### src/rtl/mem_bus_arbiter.sv
// Arbitrates the instruction-fetch and data buses onto one downstream req/ack memory port,
// producing the stall requests the core consumes and an optional no-ack watchdog.
module mem_bus_arbiter #(
    parameter int DATA_FIRST = 1,
    parameter int MAX_WAIT   = 0
) (
    input  logic        clk,
    input  logic        rst,
    input  logic [31:0] if_address,
    input  logic        if_load,
    output logic [31:0] if_rdata,
    output logic        ibus_stall_req,
    input  logic [31:0] mem_address,
    input  logic        mem_load,
    input  logic        mem_store,
    input  logic [31:0] mem_wdata,
    input  logic [3:0]  mem_byte_en,
    output logic [31:0] mem_rdata,
    output logic        mem_stall_req,
    output logic        bus_req,
    output logic        bus_we,
    output logic [31:0] bus_addr,
    output logic [31:0] bus_wdata,
    output logic [3:0]  bus_be,
    input  logic        bus_ack,
    input  logic [31:0] bus_rdata,
    output logic        bus_timeout
);

    typedef enum logic [1:0] {IDLE, IBUS, DBUS} state_t;

    localparam logic [31:0] WAIT_LAST = 32'(MAX_WAIT - 1);

    state_t      state;
    logic        i_done;
    logic        d_done;
    logic [31:0] i_buf;
    logic [31:0] d_buf;
    logic [31:0] i_tag;
    logic [31:0] wait_cnt;

    logic        i_hit;
    logic        ireq;
    logic        dreq;
    logic        d_go;
    logic        i_go;
    logic        busy;
    logic        expire;
    logic        finish;
    logic [31:0] fin_data;

    assign i_hit  = i_done & (i_tag == if_address);
    assign ireq   = if_load & ~i_hit;
    assign dreq   = mem_load | mem_store;
    // A data request whose result is being consumed this cycle must not be granted again.
    assign d_go   = dreq & ~d_done & (~ireq | (DATA_FIRST != 0));
    assign i_go   = ireq & ~d_go;
    assign busy   = (state != IDLE);
    assign expire = (MAX_WAIT != 0) && busy && !bus_ack && (wait_cnt == WAIT_LAST);
    assign finish = busy & (bus_ack | expire);
    assign fin_data = bus_ack ? bus_rdata : 32'h0;

    assign ibus_stall_req = ireq;
    assign mem_stall_req  = dreq & ~d_done;
    assign if_rdata       = i_buf;
    assign mem_rdata      = d_buf;

    always_ff @(posedge clk or posedge rst) begin
        if (rst) begin
            state       <= IDLE;
            bus_req     <= 1'b0;
            bus_we      <= 1'b0;
            bus_addr    <= 32'h0;
            bus_wdata   <= 32'h0;
            bus_be      <= 4'h0;
            bus_timeout <= 1'b0;
            i_done      <= 1'b0;
            d_done      <= 1'b0;
            i_buf       <= 32'h0;
            d_buf       <= 32'h0;
            i_tag       <= 32'h0;
            wait_cnt    <= 32'h0;
        end else begin
            d_done      <= 1'b0;
            bus_timeout <= 1'b0;
            i_done      <= i_hit & if_load;
            case (state)
                IDLE: begin
                    wait_cnt <= 32'h0;
                    if (d_go) begin
                        bus_req   <= 1'b1;
                        bus_we    <= mem_store;
                        bus_addr  <= mem_address;
                        bus_wdata <= mem_wdata;
                        bus_be    <= mem_byte_en;
                        state     <= DBUS;
                    end else if (i_go) begin
                        bus_req  <= 1'b1;
                        bus_we   <= 1'b0;
                        bus_addr <= if_address;
                        bus_be   <= 4'hF;
                        i_tag    <= if_address;
                        state    <= IBUS;
                    end
                end
                IBUS, DBUS: begin
                    if (finish) begin
                        bus_req     <= 1'b0;
                        bus_timeout <= ~bus_ack;
                        wait_cnt    <= 32'h0;
                        state       <= IDLE;
                        if (state == IBUS) begin
                            i_buf  <= fin_data;
                            i_done <= 1'b1;
                        end else begin
                            d_buf  <= bus_we ? 32'h0 : fin_data;
                            d_done <= 1'b1;
                        end
                    end else begin
                        wait_cnt <= wait_cnt + 32'd1;
                    end
                end
                default: state <= IDLE;
            endcase
        end
    end

endmodule

### config.mk
export PLATFORM = sky130hd
export DESIGN_NAME = mem_bus_arbiter
export DESIGN_NICKNAME = d
export VERILOG_FILES = /design/src/rtl/mem_bus_arbiter.sv
export SDC_FILE = /design/constraint.sdc
export NUM_CORES = 1
export LEC_CHECK = 0
export CELL_PAD_IN_SITES_DETAIL_PLACEMENT = 2
export CELL_PAD_IN_SITES_GLOBAL_PLACEMENT = 2
export CORE_AREA = 2 2 170 172
export CTS_CLUSTER_SIZE = 24
export DETAILED_ROUTE_END_ITERATION = 10
export DIE_AREA = 0 0 172 174
export PLACE_DENSITY_LB_ADDON = 0.1
export REMOVE_ABC_BUFFERS = 1
export SETUP_SLACK_MARGIN = 0.15
export SLEW_MARGIN = 0
export SYNTH_ARGS = -nofsm -noshare
export SYNTH_HDL_FRONTEND = slang
export SYNTH_SLANG_ARGS = --single-unit
### constraint.sdc
create_clock -name clk -period 8.18 [get_ports clk]
set_input_delay 2.454 -clock clk [delete_from_list [all_inputs] [get_ports clk]]
set_output_delay 2.454 -clock clk [all_outputs]
set_load 0.03 [all_outputs]
# Word-level counts from Yosys, hierarchy flattened
# Index checks and enable logic that the tools add are counted.
# op_classes
bitwise_logic	12
eq_ne	5
muxes	24
n_reduce_logical	12
# ops
operator	n
32-bit two-way mux	4
32-bit equality test	1
1-bit two-way mux	13
3-bit AND reduction	4
4-bit two-way mux	2
1-bit bitwise AND	6
2-bit two-way mux	3
2-bit AND reduction	3
2-bit nonzero test	3
1-bit inverter	5
2-bit one-hot mux with 2 select lines	1
3-bit != test (second input constant)	1
2-bit by 1-bit equality test with 1-bit output (second input constant)	1
2-bit equality test (second input constant)	1
2-bit logical NOT	1
2-bit != test (second input constant)	1
1-bit one-hot mux with 2 select lines	1
2-bit OR reduction	1
1-bit OR	1
# totals
output_inout_bits	137
regBits	171

# Longest topological paths before layout
# logic_depth
ltp_word	8
depth_mapped	10
depth_no_buf	6

# Worst setup path after synthesis
# No wires, ideal clock.
# synth_timing
path_kind	input-to-output
start	input port if_address[11]
end	output port ibus_stall_req
path_slack_ns	1.750
path_stages	5
arrival_ns	3.976
path_cell_list	xnor2_1 nand2_1 or4_1 or4_4 and2_1
# synth_via
elab_chain_len	4
# synth_rtl
item	line	rtl
from (decl)	9	input logic [31:0] if_address,
32-bit equality test	52	assign i_hit = i_done & (i_tag == if_address);
1-bit bitwise AND	52	
1-bit inverter	53	assign ireq = if_load & ~i_hit;
1-bit bitwise AND	53	
to (decl)	12	output logic ibus_stall_req,
# No other way between the ends.

# Worst setup path after layout
# layout_timing
start	input port if_address[2]
end	output port ibus_stall_req
# Same word-level chain as after synthesis.

==> out/qor.tcl <==
set qor(hp-class) {register to register}
set qor(timing.final.hold_violations) 0
set qor(critical_path.max_stage_delay_ns) 0.63
set qor(clk-insertion-delay-late_ns) 0.43
set qor(ys_ff_latch) 171
set qor(route.final.wire_length_um) 25610
set qor(final_layout_size_suffix_gt1_share_pct) 12.22
set qor(rows) 62
set qor(numClockSinks) 171
set qor(synth_async_sr_flop_share_pct) 100.0
set qor(route.detailed.drc) 0
set qor(drt_iter0_drc) 221
set qor(portBuffers) 274
set qor(grt_overflow_total) 0
set qor(maxSlewViolCount) 0
set qor(total_cts_buffers) 17
set qor(cts.htree.levels) 4
set qor(synth.top_cells.by_count) {sky130_fd_sc_hd__dfrtp_1 (171), sky130_fd_sc_hd__nand2_1 (164), sky130_fd_sc_hd__o21ai_0 (68), sky130_fd_sc_hd__mux2_2 (64), sky130_fd_sc_hd__clkbuf_1 (38)}
set qor(synth_sequential_area_ratio_pct) 57.46
set qor(placed_cells_incl_taps) 1326
set qor(postSynthCellCount) 704
set qor(mappedNetlistArea_um2) 7447
set qor(post_synth_num_cell_types) 40
set qor(critical_path.cell_chain) {clkdlybuf4s50_1 > xor2_1 > nor4_1 > nand3_1 > or4_4 > and2_1 > buf_4}
set qor(cp_top_family) {simple AND/OR/NAND/NOR gates}
set qor(netlist_top_cells_area) {sky130_fd_sc_hd__dfrtp_1 (57%), sky130_fd_sc_hd__mux2_2 (9.7%), sky130_fd_sc_hd__nand2_1 (8.3%), sky130_fd_sc_hd__o21ai_0 (4.6%), sky130_fd_sc_hd__a221o_1 (4.3%)}
set qor(fin_cells) 1360
set qor(worst_slew_pin_slew_ns) 1.060
set qor(area_delta_synth_final_pct) 49.82
set qor(post-cts-setup-buffers) 0
set qor(stdcell_area_um2) 11160
set qor(postSynth.topFlopCell) {sky130_fd_sc_hd__dfrtp_1}
set qor(final_core_util_pct) 39.51
set qor(number_of_buffers_inserted_for_hold_repair_after_clock_tree_synthesis) 0
set qor(run_status) {complete, no violations}
set qor(synth_most_common_cell) {sky130_fd_sc_hd__dfrtp_1}
set qor(critical-path-slowest-cell) {sky130_fd_sc_hd__or4_4}
set qor(worstSetupPathType) {input port to primary output}
set qor(antenna_left) 0
set qor(drv.max_cap_violation_count) 0
set qor(worst-path-max-fanout) 4
set qor(timing.clock.skew_ns) 0.01618
set qor(cp_buf_inv_count) 2
set qor(fillerInstances) 3016
set qor(grt_first_pass_wirelength_um) 40290
set qor(startpoint_type) {input port}
set qor(post_cts_resized) 0
set qor(clock-root-buffer) {sky130_fd_sc_hd__clkbuf_16}
set qor(data_required_critical_path_ns) 5.73
set qor(place.gp.congestion) 0.7090
set qor(floorplan.die.width_um) 172
set qor(finalCriticalPeriod_ns) 7.221
set qor(floorplan.initialDensity_pct) 26.37
set qor(relSlewSlack_pct) 29.32
set qor(ir_worst_vdd_mv) 0.1190
set qor(clk_pin_slew_ns) 0.07
set qor(design.final.nets) 1101
set qor(clock.fmax_mhz) 138.5
set qor(timing.final.setup_violations) 0
set qor(finalPower_mw) 4.620
set qor(synth_largest_type_area_fraction_pct) 57.46
set qor(yosys_warnings) 0
set qor(grt_start_max_net_pins) 84
set qor(cellLeakagePower_nw) 4.687
set qor(grt_setup_unrepaired) {false}
set qor(critical_path_data_arrival_time_ns) 4.77
set qor(placeableCoreArea_um2) 28240
set qor(floorplan.die_area_um2) 29930
set qor(synth-edff-count) 0
set qor(route.vias.total) 6301
set qor(postSynthAreaPerCell_um2) 10.58
set qor(areal_power_density_over_the_cells_nw_per_um2) 414.1
set qor(number_of_global_route_vias_before_repair) 6893
set qor(drtPass1Iterations) 6
set qor(pin_count) 275
set qor(grt_use_total_pct) 17.53
set qor(floorplan.die.height_um) 174
set qor(clk_path_buf_depth) 2
set qor(post_drt_via_cell_ratio) 4.633
set qor(placed_standard_cell_area_um2) 10550
set qor(fin_tns_setup_ns) 0
set qor(worst_setup_path_end_kind) {primary output}
set qor(tritoncts) {built}
set qor(dpl.hpwl_um) 17460
set qor(post-route-period-util_pct) 88.28
set qor(yosys.area.top_type) {sky130_fd_sc_hd__dfrtp_1}
set qor(avgRoutedWirePerCell_um) 18.83
set qor(number_of_antenna_violations_at_the_first_check_in_global_routing) 1
-- layout by cell type (no fill, tap or decap), types with 7 or more instances in the layout --
master | synthesis | layout
sky130_fd_sc_hd__clkdlybuf4s50_1 | 0 | 273
sky130_fd_sc_hd__dfrtp_1 | 171 | 171
sky130_fd_sc_hd__nand2_1 | 164 | 164
sky130_fd_sc_hd__o21ai_0 | 68 | 68
sky130_fd_sc_hd__mux2_2 | 64 | 64
sky130_fd_sc_hd__a21oi_1 | 36 | 36
sky130_fd_sc_hd__nand3_1 | 33 | 33
sky130_fd_sc_hd__a221o_1 | 32 | 32
sky130_fd_sc_hd__xor2_1 | 23 | 23
sky130_fd_sc_hd__clkbuf_16 | 0 | 17
sky130_fd_sc_hd__inv_1 | 17 | 16
sky130_fd_sc_hd__buf_4 | 0 | 14
sky130_fd_sc_hd__nor2_1 | 8 | 7
-- worst register-to-register path: stages (launching register included) --
cell	delay, ns
sky130_fd_sc_hd__dfrtp_1	0.41
sky130_fd_sc_hd__xor2_1	0.15
sky130_fd_sc_hd__nor4_1	0.41
sky130_fd_sc_hd__nand3_1	0.23
sky130_fd_sc_hd__or4_4	0.63
sky130_fd_sc_hd__a31oi_4	0.80
sky130_fd_sc_hd__buf_4	0.37
sky130_fd_sc_hd__a221o_1	0.19
-- final timing paths --
path / from / endpoint / slack [ns] / cells past startpoint
max in group asynchronous: rst / i_tag[1] / 4.42 / 3
min reg2reg: if_rdata[14] / if_rdata[14] / 0.48 / 2
max: if_address[2] / ibus_stall_req / 0.96 / 7
min in group asynchronous: rst / bus_wdata[17] / 2.55 / 2
min: if_rdata[14] / if_rdata[14] / 0.48 / 2
max reg2reg: i_tag[27] / bus_addr[28] / 4.93 / 7
-- cell type report --
cell class | count | area, um^2 | area share (%)
Sequential cell | 171 | 4279 | 38.35
Timing Repair Buffer | 287 | 2838 | 25.43
Antenna cell | 2 | 5.005 | 0.04486
Tap cell | 384 | 480.5 | 4.306
Clock buffer | 19 | 442.9 | 3.970
Inverter | 18 | 72.57 | 0.6504
Multi-Input combinational cell | 466 | 2883 | 25.84
Clock inverter | 13 | 156.4 | 1.402
-- cells by family after synthesis --
family / after synthesis / share of synthesized area [%]
buffers and inverters: 67 / 3.998
DFF: 171 / 57.46
xor gates and xnor gates: 25 / 2.940
other: 1 / 0.05035
AOI/OAI and AO/OA: 148 / 12.72
and+or+nand+nor: 226 / 12.82
adders and majority gates: 2 / 0.3360
muxes: 64 / 9.677
-- per-layer routing --
| metal | wire length [um] | share of wire [%] | track usage, % | vias to the layer above |
|---|---|---|---|---|
| li1 | - | - | - | 2946 |
| met1 | 11140 | 44 | 22.29 | 3186 |
| met2 | 12710 | 50 | 29.53 | 154 |
| met3 | 1452 | 5.7 | 4.258 | 15 |
| met4 | 305 | 1.2 | 4.937 | 0 |
| met5 | 0 | 0 | 0 | - |
-- sequential cells by signal, indices dropped and copies added, names as in the netlist, 2 cells and up --
register	count
bus_addr	32
bus_wdata	32
i_tag	32
if_rdata	32
mem_rdata	32
bus_be	4
state	2
-- power by group --
part           leakage (nW)  internal (mW)  switching (mW)
clock network         0.290          0.444           0.388
registers              2.14           1.23           0.212
logic                  2.25          0.997            1.34
-- per-stage QoR --
step | setup slack [ns] | hold slack (ns)
floorplan | 1.094 | 0.4746
global placement | 0.8979 | 0.4604
detailed placement | 0.9097 | 0.4688
CTS | 0.9017 | 0.4856
global route | 0.7813 | 0.5075
finish | 0.9585 | 0.4781
(Power assumes the default switching activity.)
